==> src/rtl/mul_ctrl_path.sv <==
// Control FSM for the 15-bit repeated-addition multiplier: sequences A load, B load/P clear, then add/decrement until B == 0.
// Optional iteration limit with error flag is enabled by defining MUL_TIMEOUT_EN.
module mul_ctrl_path #(
  parameter int ITER_W   = 15,
  parameter int MAX_ITER = 32767
) (
  input  logic              clk,
  input  logic              rst,
  input  logic              start,
  input  logic              eqz,
  output logic              ld_a,
  output logic              ld_b,
  output logic              clr_p,
  output logic              ld_p,
  output logic              dec_b,
  output logic              busy,
  output logic              done,
  output logic [ITER_W-1:0] iter_cnt,
  output logic              err
);

  typedef enum logic [2:0] {
    S_IDLE,
    S_LOAD_A,
    S_LOAD_B,
    S_ADD,
    S_DONE
  } state_t;

  state_t state;
  logic   iter_max;
  logic   limit_hit;

  assign iter_max = &iter_cnt;

`ifdef MUL_TIMEOUT_EN
  localparam logic [ITER_W-1:0] ITER_LIMIT = ITER_W'(MAX_ITER);
  assign limit_hit = (iter_cnt == ITER_LIMIT);
`else
  logic unused_max_iter;
  assign limit_hit       = 1'b0;
  assign unused_max_iter = ^MAX_ITER;
`endif

  always_ff @(posedge clk) begin
    if (rst) begin
      state    <= S_IDLE;
      iter_cnt <= '0;
      err      <= 1'b0;
    end else begin
      case (state)
        S_IDLE: begin
          if (start) begin
            state    <= S_LOAD_A;
            iter_cnt <= '0;
            err      <= 1'b0;
          end
        end
        S_LOAD_A: state <= S_LOAD_B;
        S_LOAD_B: state <= S_ADD;
        S_ADD: begin
          if (eqz) begin
            state <= S_DONE;
          end else if (limit_hit) begin
            state <= S_DONE;
            err   <= 1'b1;
          end else if (!iter_max) begin
            iter_cnt <= iter_cnt + ITER_W'(1);
          end
        end
        S_DONE:  state <= S_IDLE;
        default: state <= S_IDLE;
      endcase
    end
  end

  // Strobes decode straight from state so the datapath acts in the same cycle.
  assign ld_a  = (state == S_LOAD_A);
  assign ld_b  = (state == S_LOAD_B);
  assign clr_p = (state == S_LOAD_B);
  assign ld_p  = (state == S_ADD) && !eqz && !limit_hit;
  assign dec_b = ld_p;
  assign busy  = (state != S_IDLE);
  assign done  = (state == S_DONE);

endmodule

==> config.mk <==
export PLATFORM = sky130hd
export DESIGN_NAME = mul_ctrl_path
export DESIGN_NICKNAME = d
export VERILOG_FILES = /design/src/rtl/mul_ctrl_path.sv
export SDC_FILE = /design/constraint.sdc
export NUM_CORES = 1
export LEC_CHECK = 0
export ABC_AREA = 1
export CORE_ASPECT_RATIO = 1.4
export CORE_MARGIN = 2
export CORE_UTILIZATION = 46
export CTS_CLUSTER_DIAMETER = 150
export DETAILED_ROUTE_END_ITERATION = 10
export DONT_BUFFER_PORTS = 1
export HOLD_SLACK_MARGIN = 0.02
export PLACE_DENSITY_LB_ADDON = 0.12
export REMOVE_ABC_BUFFERS = 1
export SLEW_MARGIN = 20
export SYNTH_ARGS = -nofsm -noshare
export SYNTH_HDL_FRONTEND = slang
export SYNTH_SLANG_ARGS = --single-unit
==> constraint.sdc <==
create_clock -name clk -period 1.7 [get_ports clk]
set_clock_uncertainty 0.15 [all_clocks]
set_input_delay 0.085 -clock clk [delete_from_list [all_inputs] [get_ports clk]]
set_output_delay 0.085 -clock clk [all_outputs]
set_load 0.02 [all_outputs]
==> key figures <==
Critical path
  • Maximum fanout encountered on the critical timing path: 8
  • Critical path capture point type: flip-flop
  • Critical Path RT: 1800 ps
  • Kind of start point of the critical path: flip-flop
  • Worst setup path startpoint: iter_cnt[0]$_SDFFE_PP0P_
  • Arrival time of data at the critical path endpoint: 1700 ps
  • Startpoint-to-endpoint class of the critical path: reg -> reg
  • Startpoint of the most critical register-to-register path: iter_cnt[0]$_SDFFE_PP0P_

Cells and area
  • Number of antenna diodes: 0
  • Number of non-filler instances in the completed layout: about 270
  • Core Util, Final: 0.6027
  • Most frequent cells in the layout: nand2_1, buf_4, nor2_1, inv_1, nand3_1
  • Most common library cell in the layout ignoring fill and taps: nand2_1
  • Share of layout cells above drive strength 1: 0.2987
  • Post-layout net count: 237
  • Area growth from synthesis to final layout: 23.83%

CTS
  • TritonCTS sink count: 18
  • Number of buffers on the longest clock path: 2
  • Worst-path clk slew: 110 ps
  • Post-CTS setup-driven buffer insertion count: 0
  • TritonCTS clock tree: built
  • Level count of the clock H-tree: 1
  • Root buffer selected by CTS: clkbuf_4
  • Source-to-sink clock delay at the later pin of the worst-skew pair: 300 ps
  • Clock buffers created by TritonCTS: 3

Route
  • Number of nets with antenna violations after routing: 0
  • Via density: 5.030
  • Via count of the routed design: ~1300
  • Detailed Routing Iterations Pass 1: 6
  • Average routed wire per standard cell: 12.06 um
  • DRC errors left: 0
  • First DRT Iteration DRCs: between 40 and 50
  • Total detailed-routing wirelength: roughly 3200 um

STA
  • Endpoints failing setup: 0
  • Post-route worst hold slack: 422.7 ps
  • Number of slew-limit violations in the final report: 0
  • Minimum clock period after layout: between 1500 and 2000 ps
  • Setup repair after global routing missed its margin: false
  • Max Fclk: 0.6279 GHz
  • Final period utilization: 0.9368
  • Final-report hold violation count: 0
  • Final critical-path setup slack: around 110 ps

Global route
  • Via count of the first global-routing pass: 1326
  • Global-route congestion overflow total: 0
  • Initial antenna violation count: 0
  • Pin count of the biggest net entering global routing: 12
  • Global-route wire length before repair: 5561 um
  • Total GRT Usage: 0.2190

Placed design
  • Pre-CTS WS: between 20 and 25 ps
  • Placer's final routability congestion estimate: 0.8748
  • Placed wire-length estimate: 2541 um
  • Port Buffer Count: 0
  • Post-placement cell count: between 200 and 300

Logic synthesis
  • Synthesized flop and latch total: 18
  • Mapped cell area: 1286 um2
  • Top flip-flop cell by instance count after synthesis: dfxtp_1
  • Instance count of the mapped netlist: around 200
  • Count of flip-flops with a built-in enable after synthesis: 0
  • Count of cell types in the netlist: 26
  • Part of the Yosys area used for sequential elements: 0.2802
  • Post-synth ARST share: 0
  • Synth warn: 0
  • Synth Area per Inst: approximately 6.4 um2

Run status
  • Outcome: finished, final reports clean

Job
  • MaxCap Viol Count: 0

Die
  • Core Rows: 22
  • Height of the chip: 66.57 um
  • DIE WIDTH: a little under 50 um
  • Starting utilization of the core area: 0.4867
  • Die footprint: 3241 um2
  • Top-level port count: 27
  • CORE AREA: 2643 um2

Power and ir drop
  • Power share of the combinational group: 0.350
  • Power Internal: 0.7266 mW
  • Sequential group share of total power: 0.407
  • Fraction of power spent switching nets: 0.3734
  • Power density over the cells: 728.1 nW/um2
  • Net load switching power: 0.4330 mW
  • Pleak: 0.7077 nW
  • VDD IR max: 0.5716 mV
  • Share of total power in the clock network: 0.243

Hold path
  • Hold Crit Start: iter_cnt[5]$_SDFFE_PP0P_
  • Worst hold path type: reg -> reg
[layout make-up]
cell class	instances	area [um2]
fillers	279	1050
repair buffers	32	251.5
well taps	36	45.04
multi-input cells	147	782.0
flip-flops and latches	18	365.4
inverters	30	112.6
clock buffers	4	36.28
[flip-flops by register name, indices dropped and copies added (netlist names)]
register	cells
iter_cnt	15
state	3
[cells in the mapped netlist (2+ instances only)]
cell type / count / share of area
inv_2: 3 / 0.0088
a21oi_2: 6 / 0.041
nand2_2: 6 / 0.029
dfxtp_1: 18 / 0.28
a21oi_1: 3 / 0.012
buf_6: 2 / 0.018
nor2_4: 2 / 0.018
nand3_1: 20 / 0.078
buf_4: 3 / 0.018
inv_1: 25 / 0.073
nor2_2: 3 / 0.015
clkinv_1: 2 / 0.0058
nand3_2: 7 / 0.054
nor3_1: 5 / 0.019
nor2_1: 27 / 0.079
nand2_1: 56 / 0.16
o21ai_0: 3 / 0.012
nand4_1: 3 / 0.015
[kinds of logic after synthesis]
kind of cell	synth area share
AOI/OAI and AO/OA	0.07003
adders and majority gates	0.009726
buffers and inverters	0.1294
DFF	0.2802
other	0.002915
and+or+nand+nor	0.5078
[per-stage QoR]
stage | total power, mW | setup TNS, ps | cell area, um2
2_1_floorplan | 0.7446 | -1416 | 1232
3_3_place_gp | 0.8554 | 0 | 1495
3_5_place_dp | 0.8686 | 0 | 1495
4_1_cts | 1.156 | 0 | 1565
5_1_grt | 1.228 | 0 | 1593
6_report | 1.160 | 0 | 1593
[worst paths after layout]
| path | cells past startpoint | slack, ps | endpoint |
|---|---|---|---|
| worst max-delay path | 10 | 110 | iter_cnt[5]$_SDFFE_PP0P_ |
| worst min-delay path | 2 | 420 | iter_cnt[5]$_SDFFE_PP0P_ |
| worst max register to register | 10 | 110 | iter_cnt[5]$_SDFFE_PP0P_ |
| worst min register to register | 2 | 420 | iter_cnt[5]$_SDFFE_PP0P_ |
[layer usage]
metal / global-route usage / part of all wire
met1: 0.2337 / 0.41
met2: 0.4212 / 0.53
met3: 0.03139 / 0.040
met4: 0.1000 / 0.012
met5: 0 / 0
[power by group through the flow]
stage | clock, mW | combinational (mW) | sequential, mW
final | 0.282 | 0.406 | 0.472
after global routing | 0.302 | 0.451 | 0.475
after CTS | 0.285 | 0.400 | 0.470
after detailed placement | 0 | 0.389 | 0.479
after global placement | 0 | 0.378 | 0.478
after floorplan | 0 | 0.237 | 0.507
[worst max-delay path, cell delays in order, from the launching register on]
cell and delay (ps):
dfxtp_2 350, ha_2 190, nand2_2 60, nor2_2 90
nand2_2 80, nor2_4 120, nand2_4 100, buf_4 180
nand3_1 60, nand2_1 60, a21oi_2 100
[what timing repair did]
item,in CTS,in global routing
setup endpoints to repair,2,15
hold buffers,3,0
endpoints found under the hold margin,18,0
resized for setup,2,10
pin swaps,0,1
No activity file was read; power rests on OpenSTA's default activity.
